### src/rtl/random_word_collector.sv
// random_word_collector: receives bytes over a 4-phase handshake
// and packs WORD_BYTES of them, first byte in the LSB lane, into one
// word. The word is then offered downstream on a valid/ready interface.
//
// Ports:
//   clk          system clock, rising edge
//   rst          asynchronous reset, active low
//   in_data      byte from the producer
//   in_valid     producer request
//   in_received  4-phase acknowledge back to the producer
//   word         packed word
//   word_valid   packed word available
//   word_ready   downstream accept
//   fault        sticky repeated-byte health flag
//
// Optional macro RANDOM_WORD_COLLECTOR_REPEAT_CHECK_EN enables the
// repeated-byte check. Without it, fault is tied to 0.
module random_word_collector #(
    parameter int WORD_BYTES = 4
) (
    input  logic                    clk,
    input  logic                    rst,
    input  logic [7:0]              in_data,
    input  logic                    in_valid,
    output logic                    in_received,
    output logic [8*WORD_BYTES-1:0] word,
    output logic                    word_valid,
    input  logic                    word_ready,
    output logic                    fault
);

    localparam int CW = $clog2(WORD_BYTES + 1);

    typedef enum logic [1:0] {
        IDLE = 2'd0,
        ACK  = 2'd1,
        FULL = 2'd2
    } state_t;

    state_t          state;
    state_t          state_next;
    logic [CW-1:0]   count;
    logic            take;
    logic            release_word;

    // A byte is captured only on the IDLE cycle that sees in_valid.
    assign take         = (state == IDLE) && in_valid;
    assign release_word = (state == FULL) && word_ready;

    always_ff @(posedge clk or negedge rst) begin
        if (!rst) begin
            state <= IDLE;
        end else begin
            state <= state_next;
        end
    end

    always_comb begin
        state_next = state;
        unique case (state)
            IDLE: begin
                if (in_valid) begin
                    state_next = ACK;
                end
            end
            ACK: begin
                if (!in_valid) begin
                    if (count == CW'(WORD_BYTES)) begin
                        state_next = FULL;
                    end else begin
                        state_next = IDLE;
                    end
                end
            end
            FULL: begin
                if (word_ready) begin
                    state_next = IDLE;
                end
            end
            default: state_next = IDLE;
        endcase
    end

    always_comb begin
        in_received = 1'b0;
        word_valid  = 1'b0;
        unique case (state)
            ACK:     in_received = 1'b1;
            FULL:    word_valid  = 1'b1;
            default: ;
        endcase
    end

    // Lane write uses the pre-increment count as lane index.
    always_ff @(posedge clk or negedge rst) begin
        if (!rst) begin
            count <= '0;
            word  <= '0;
        end else if (take) begin
            for (int i = 0; i < WORD_BYTES; i++) begin
                if (count == CW'(i)) begin
                    word[8*i +: 8] <= in_data;
                end
            end
            count <= count + CW'(1);
        end else if (release_word) begin
            count <= '0;
        end
    end

`ifdef RANDOM_WORD_COLLECTOR_REPEAT_CHECK_EN
    logic [7:0] prev;
    logic [1:0] rep;
    logic       fault_q;

    // rep counts consecutive repeats of prev; it saturates at 3 and
    // the third repeat (four equal bytes) sets the sticky flag.
    always_ff @(posedge clk or negedge rst) begin
        if (!rst) begin
            prev    <= '0;
            rep     <= '0;
            fault_q <= 1'b0;
        end else if (take) begin
            prev <= in_data;
            if (in_data == prev) begin
                if (rep != 2'd3) begin
                    rep <= rep + 2'd1;
                end
                if (rep == 2'd2) begin
                    fault_q <= 1'b1;
                end
            end else begin
                rep <= '0;
            end
        end
    end

    assign fault = fault_q;
`else
    assign fault = 1'b0;
`endif

endmodule

### config.mk
export PLATFORM = sky130hd
export DESIGN_NAME = random_word_collector
export DESIGN_NICKNAME = d
export VERILOG_FILES = /design/src/rtl/random_word_collector.sv
export SDC_FILE = /design/constraint.sdc
export NUM_CORES = 1
export LEC_CHECK = 0
export BUFFER_PORTS_ARGS = -buffer_cell sky130_fd_sc_hd__buf_2
export CAP_MARGIN = 30
export CELL_PAD_IN_SITES_DETAIL_PLACEMENT = 0
export CELL_PAD_IN_SITES_GLOBAL_PLACEMENT = 1
export CORE_MARGIN = 4
export CORE_UTILIZATION = 43
export DETAILED_ROUTE_END_ITERATION = 8
export GPL_ROUTABILITY_DRIVEN = 0
export PLACE_DENSITY = 0.78
export SLEW_MARGIN = 20
export SYNTH_ARGS = -nofsm -noshare
export SYNTH_HDL_FRONTEND = slang
export SYNTH_SLANG_ARGS = --single-unit
### constraint.sdc
create_clock -name clk -period 4.6 [get_ports clk]
set_input_delay 0.46 -clock clk [delete_from_list [all_inputs] [get_ports clk]]
set_output_delay 0.46 -clock clk [all_outputs]
set_load 0.005 [all_outputs]
Word level (Yosys, flattened, before mapping)
Index checks and enable logic that the tools add are counted.
Operators by class
  $add $sub $neg: 1
  equal/unequal tests: 9
  multiplexer cells: 9
  reduce and logical (&&, ||, !) cells: 10
Operators by type and width (count)
  2-to-1 mux 2 bit: 4
  AND reduction 2 bit: 4
  equality test 3 x 2 -> 1 bit (second input constant): 2
  2-to-1 mux 3 bit: 2
  != test 2 bit (second input constant): 3
  case mux 2 bit (3 select lines): 1
  adder 3 x 1 -> 3 bit (second input constant): 1
  equality test 3 x 1 -> 1 bit (second input constant): 1
  equality test 3 bit (second input constant): 1
  zero test 3 bit: 1
  AND reduction 3 bit: 1
  equality test 2 x 1 -> 1 bit (second input constant): 1
  equality test 2 bit (second input constant): 1
  logical AND 1 bit: 2
  zero test 2 bit: 1
  2-to-1 mux 1 bit: 2
  nonzero test 2 bit: 1
Storage, ports and cells
  flip-flop bits (word level): 37
  input port bits: 12
  output and inout port bits: 35
  word-level logic and storage cells: 35

Depth between registers and ports, before layout
Gate-level depths: netlist of the first run.
  depth in word-level cells: 4
  gate-level depth with buffers: 5
  gate-level depth less buffers: 5

Worst setup path before layout of the first run
Ideal clock, no wire load.
  kind: reg-to-reg
  start point: register state[0]
  end point: register word[24]
  library setup time: 0.125 ns
  arrival time: 1.355 ns
  data required time: 4.475 ns
  path slack: 3.120 ns
  cell stages (with the launch flop): 4
  path buffers: 0
  clock period less this slack: 1.480 ns
  path through: dfrtp_1 nand2b_1 nor3b_4 mux2_2
On the way
  longest elaborated chain between the ends: 3
RTL lines
  start, declared: RTL line 40  | state_t state;
  start signal, assigned: RTL line 54  | state <= state_next;
  zero test 2 bit: RTL line 47  | assign take = (state == IDLE) && in_valid;
  logical AND 1 bit: RTL line 47
  AND reduction 2 bit (no source line)
  end signal, assigned by index: RTL line 102  | word[8*i +: 8] <= in_data;
  end, declared: RTL line 26  | output logic [8*WORD_BYTES-1:0] word,
Every way passes these cells.
A chain may end at the register's enable or synchronous reset.

Worst setup path in the final report of the first run
  start point: register state[1]
  end point: output port word_valid
On the way
  longest elaborated chain between the ends: 2
RTL lines
  equality test 2 bit: RTL line 87  | unique case (state)
  2-to-1 mux 1 bit: RTL line 87
  end, declared: RTL line 27  | output logic word_valid,
Every way passes these cells.

==> impl_metrics.tcl, run 1 <==
set metrics [dict create \
    fmax_ghz 0.582 \
    via_per_inst 5.01 \
    synth_cells 100 \
    post_cts_buffers 0 \
    die-area_mm2 0.00460 \
    finalHoldViolCount 0 \
    slew_violations 0 \
    synthTopCellsByArea "dfrtp_1 60%, mux2_2 23%, ha_1 4.1%, nor4b_4 1.5%, inv_1 1.2%" \
    nets 167 \
    p_per_area_mw_per_mm2 614 \
    reg2reg_from "state[0]" \
    finalPower_mw 1.14 \
    relSlewSlack_pct 45.8 \
    grt_pass1_wl_um 4990 \
    drive_above_1_share_pct 58.7 \
    dp_slack_ns 2.84 \
    drt_iter0_drc 19 \
    maxCapViolCount 0 \
    grt_antenna_before_repair 0 \
    finalWirelength_um 3040 \
    clkSinkCount 37 \
    fin_crit_ns 1.72 \
    root_buffer "clkbuf_4" \
    startpoint_type "register" \
    nFillCells 302 \
    yosys.area.top_type "dfrtp_1" \
    reg2reg_depth 3 \
    synth_cell_types 17 \
    outcome "complete, no violations" \
    hpwl_um 2200 \
    syn_area_mm2 0.00154 \
    setup_tns_ns 0 \
    hold_buffers 0 \
    r2r_end "word[31]" \
    async_flop_share_pct 100 \
    die_h_um 67.8 \
    worstPathMaxFanout 9 \
    ff2ff_setup_slack_ns 2.91 \
    die_x_um 67.8 \
    worst_pin_slew_ns 0.813 \
    synth_commonest_cells "37 x dfrtp_1, 32 x mux2_2, 5 x ha_1, 5 x inv_1" \
    grt_usage_pct 15.3 \
    synth-seq-cells 37 \
    grt-ovfl-total 0 \
    setup.worst_path.end_class "primary output" \
    io_pins 47 \
    cts_tree "done" \
    cts.path.max_buffers 2 \
    routedWlPerCell_um 15.5 \
    fin_cells 196 \
    syn_area_per_cell_um2 15.4 \
    yosysWarnings 0 \
    clock_latency_ns 0.33 \
    route.detailed.drc 0 \
    ys.flop_type "dfrtp_1" \
    ir_drop_v 0.000261 \
    grt_max_degree 38 \
    portBuffers 45 \
    cts_made_buffers 5 \
    p_leak_nw 0.931 \
    finalSetupViolations 0 \
    setup_ws_ns 2.88 \
    cp.arrival_ns 1.26 \
    clk_pin_slew_ns 0.10 \
    synth_edf_count 0 \
    fin_crit_sh_pct 37.4 \
    worst_hold_path_type "in -> async" \
    dp_cells 189 \
    worstSetupStartpoint "state[1]" \
    htree_num_levels 2 \
    insertedDiodeCount 0 \
    path_class "reg -> out" \
    worstPathRequired_ns 4.14 \
    rows 21 \
    finalClockSkew_ns 0.00226 \
    start_util_pct 45.4 \
    yosysSeqAreaShare_pct 60.2 \
    grt_pass1_vias 1051 \
    firstDrtPassIters 4 \
    syn-num-nets 117 \
    synth_top_area_share_pct 60.2 \
    cts_resized 0 \
    rsz0062_at_grt "no" \
    core_mm2 0.00339 \
    areaGrowthSynthToFinish_pct 21.0 \
    ant_nets 0 \
    synth_most_common_cell "dfrtp_1" \
    vias 982 \
]
==> worst max-delay path by stage <==
stage | cells after the start | end
detailed placement | 4 | word[31]
global route | 2 | word_valid
finish | 2 | word_valid
CTS | 2 | word_valid
global placement | 4 | word[25]
floorplan | 3 | word[24]
==> power by group <==
part | internal [mW] | switching [mW]
sequential | 0.477 | 0.0825
clock | 0.0721 | 0.0965
combinational | 0.243 | 0.172
total | 0.793 | 0.351
==> registers in the layout, summed over array words and instances (netlist names) <==
register / flops
count: 3
state: 2
word: 32
==> layout by cell type, fill, tap and decap left out, drive strengths merged <==
cell type	netlist	layout
buf	2	45
dfrtp	37	37
mux2	33	33
clkbuf	0	7
inv	5	5
ha	5	5
nor2b	3	3
o22ai	3	3
nand2	3	3
o22a	2	2
nand2b	1	1
nor3b	1	1
a21oi	1	1
nor4b	1	1
nor2	1	1
a32o	1	1
conb	1	1
==> cell families (layout without fill, tap and decap cells) <==
kind of cell,Yosys count,count (layout),share of synthesized area [%]
multiplexers,33,33,24.1
adder cells (fa/ha/maj),5,5,4.07
other,1,1,0.244
AND/OR/NAND/NOR,10,10,5.85
flip-flops,37,37,60.2
buffers and inverters,7,57,2.19
AO/OA/AOI/OAI,7,7,3.33
==> routing by layer <==
metal / part of all wire, % / track usage (%) / up-vias
met1: 40 / 17.9 / 495
met4: 2.0 / 6.95 / 0
li1: - / - / 451
met5: 0 / 0 / -
met3: 6.3 / 4.76 / 8
met2: 51 / 25.5 / 28
==> worst max-delay path: stages, from the launching register on <==
cell and delay [ns]:
dfrtp_1 0.58, nor2b_1 0.21, buf_2 0.13
==> area by class of cell <==
class / instances / area, um2 / share of cell area (%)
clock buffers: 7 / 55.1 / 2.96
inverters: 5 / 18.8 / 1.01
multi-input cells: 56 / 579 / 31.1
repair buffers: 45 / 225 / 12.1
well taps: 46 / 57.6 / 3.09
flip-flops and latches: 37 / 926 / 49.7
==> metrics by stage <==
| step | hold slack (ns) | area [um2] | util (%) |
|---|---|---|---|
| detailed placement | 0.481 | 1810 | 53.3 |
| global route | 0.255 | 1860 | 54.9 |
| CTS | 0.217 | 1860 | 54.9 |
| global placement | 0.468 | 1810 | 53.3 |
| finish | 0.209 | 1860 | 54.9 |
| floorplan | 0.164 | 1540 | - |
Note: power is estimated with default switching activity, not from simulation.
==> inputs of run 2 (changes only) <==
--- a/config.mk
+++ b/config.mk
@@ -5,15 +5,16 @@
 export SDC_FILE = /design/constraint.sdc
 export NUM_CORES = 1
 export LEC_CHECK = 0
+export ABC_AREA = 1
 export BUFFER_PORTS_ARGS = -buffer_cell sky130_fd_sc_hd__buf_2
 export CAP_MARGIN = 30
 export CELL_PAD_IN_SITES_DETAIL_PLACEMENT = 0
 export CELL_PAD_IN_SITES_GLOBAL_PLACEMENT = 1
 export CORE_MARGIN = 4
-export CORE_UTILIZATION = 43
+export CORE_UTILIZATION = 39
 export DETAILED_ROUTE_END_ITERATION = 8
 export GPL_ROUTABILITY_DRIVEN = 0
-export PLACE_DENSITY = 0.78
+export PLACE_DENSITY = 0.75
 export SLEW_MARGIN = 20
 export SYNTH_ARGS = -nofsm -noshare
 export SYNTH_HDL_FRONTEND = slang
==> constraint.sdc (replaced) <==
create_clock -name clk -period 1.6 [get_ports clk]
set_input_delay 0.16 -clock clk [delete_from_list [all_inputs] [get_ports clk]]
set_output_delay 0.16 -clock clk [all_outputs]
set_load 0.005 [all_outputs]
==> impl_metrics.tcl, run 2 <==
set metrics [dict create \
    yosys.area.top_type "dfrtp_1" \
    layout_commonest_cell "nand2_1" \
    drt_iter0_drc 88 \
    yosysWarnings 0 \
    grt_max_degree 38 \
    startpoint_type "register" \
    finalClockSkew_ns 0.00355 \
    insertedDiodeCount 0 \
    top_regs "word: 32 flops, count: 3 flops, state: 2 flops" \
    syn_area_per_cell_um2 9.41 \
    syn-num-nets 204 \
    path_cells "inv_1, ha_1, inv_1, nor2_4, nand3_2, nand2_1, nand2_1" \
    routedWlPerCell_um 13.6 \
    max_stage_delay_ns 0.42 \
    synth-simple-area-share_pct 36.4 \
    die_h_um 75.2 \
    worst_hold_path_type "in -> reg" \
    finalWirelength_um 3940 \
    cts_resized 0 \
    synth_commonest_cells "74 x nand2_1, 37 x dfrtp_1, 33 x nand4_1, 12 x inv_1" \
    wl_met2_um 1880 \
    root_buffer "clkbuf_8" \
    p_per_area_mw_per_mm2 1770 \
    slew_violations 0 \
    rsz0062_at_grt "no" \
    synth_most_common_cell "nand2_1" \
    worstPathRequired_ns 1.78 \
    synthTopCellsByArea "dfrtp_1 53%, nand2_1 16%, nand4_1 12%, ha_1 3.6%, inv_1 2.6%" \
    cts.path.max_buffers 2 \
    cp.arrival_ns 1.57 \
    outcome "complete, no violations" \
    synth_compound_area_share_pct 0 \
    postLayoutCoreUtil_pct 49.3 \
    synth.mux.area_fraction_pct 0 \
    fmax_ghz 0.719 \
    io_pins 47 \
    route.detailed.drc 0 \
    slowest_stage "dfrtp_1" \
    regMostFlops "word" \
    start_util_pct 40.4 \
    fin_crit_sh_pct 87.0 \
    die-area_mm2 0.00565 \
    htree_num_levels 2 \
    async_flop_share_pct 100 \
    synth_cell_types 17 \
    synth-adder-area-share_pct 3.56 \
    nFillCells 428 \
    grt_pass1_vias 1361 \
    wl_met1_um 1770 \
    setup_tns_ns 0 \
    core_mm2 0.00435 \
    yosysSeqAreaShare_pct 52.6 \
    top_layer_used "met4" \
    hpwl_um 2870 \
    drive_above_1_share_pct 29.0 \
    path_class "reg -> reg" \
    design_area_mm2 0.00214 \
    grt-ovfl-total 0 \
    rows 24 \
    hold_buffers 1 \
    critPathTopFamily "simple AND/OR/NAND/NOR gates" \
    fin_crit_ns 1.39 \
    portBuffers 45 \
    ys.flop_type "dfrtp_1" \
    synth_edf_count 0 \
    grt_antenna_before_repair 0 \
    largest_reg_flops 32 \
    grt_pass1_wl_um 6590 \
    cts_made_buffers 5 \
    clkSinkCount 37 \
    synth-xor-area-share_pct 0 \
    syn_area_mm2 0.00176 \
    synth_top_area_share_pct 52.6 \
    synth-seq-cells 37 \
    synth_top_family_by_area "simple AND/OR/NAND/NOR gates" \
    clock_latency_ns 0.29 \
    areaGrowthSynthToFinish_pct 21.9 \
    wl_met3_um 232 \
    maxCapViolCount 0 \
    ant_nets 0 \
    dpl-instance-area_mm2 0.00203 \
    setup.worst_path.end_class "register" \
    nets 254 \
    cts_tree "done" \
    p_leak_nw 1.20 \
    via_per_inst 4.91 \
    finalSetupViolations 0 \
    finalHoldViolCount 0 \
    worst-path-buf-inv 2 \
    worstPathMaxFanout 9 \
    clk_pin_slew_ns 0.07 \
    grt_usage_pct 15.6 \
    vias 1423 \
    ir_drop_v 0.000604 \
    die_x_um 75.2 \
    post_cts_buffers 0 \
    firstDrtPassIters 6 \
    final_cell_mix "74 x nand2_1, 45 x buf_2, 37 x dfrtp_1" \
    synth_cells 187 \
]
## run 2: metal layers
metal | GRT usage, % | up-vias
met5 | 0 | -
met4 | 4.66 | 0
met3 | 4.41 | 5
met2 | 25.5 | 36
met1 | 20.3 | 660
li1 | - | 722
## run 2: cell type report
cell class | instances | area, um2 | share of cell area, %
flip-flops and latches | 37 | 926 | 43.2
multi-input cells | 128 | 707 | 33.0
repair buffers | 53 | 300 | 14.0
clock buffers | 7 | 96.3 | 4.49
well taps | 52 | 65.1 | 3.03
inverters | 12 | 45.0 | 2.10
clock inverters | 1 | 5.00 | 0.233
## run 2: path summary, 6_finish.rpt
check / from / endpoint / slack, ns / cells after the start
max reg2reg: count[0] / word[16] / 0.21 / 7
min: word_ready / state[1] / 0.12 / 4
min reg2reg: word[12] / word[12] / 0.47 / 2
max: count[0] / word[16] / 0.21 / 7
min in group asynchronous: rst / word[2] / 0.45 / 3
max in group asynchronous: rst / word[18] / 0.83 / 3
## run 2: cells by family (layout without fill, tap and decap cells)
group | Yosys count | in the layout
adders and majority gates | 5 | 5
DFF | 37 | 37
and+or+nand+nor | 122 | 122
buffers and inverters | 22 | 73
other | 1 | 1
## run 2: worst reg2reg max path, delay by kind of cell (launching register included)
family | cells | cell delay, ns
DFF | 1 | 0.42
and+or+nand+nor | 4 | 0.53
buffers and inverters | 2 | 0.18
adders and majority gates | 1 | 0.16
## run 2: through the flow
step | std cells | hold WS, ns | total power, mW | worst slack, ns
detailed placement | 281 | 0.236 | 3.13 | 0.206
finish | 290 | 0.115 | 3.79 | 0.209
global placement | 281 | 0.235 | 3.10 | 0.217
CTS | 290 | 0.112 | 3.86 | 0.194
global route | 290 | 0.139 | 4.15 | 0.0519
floorplan | 187 | -0.136 | 2.53 | 0.363
## run 2: power breakdown
part | switching (mW) | leakage, nW | total [mW] | internal (mW)
Combinational | 0.869 | 0.681 | 1.50 | 0.636
Sequential | 0.232 | 0.466 | 1.58 | 1.34
Clock | 0.322 | 0.0542 | 0.711 | 0.389
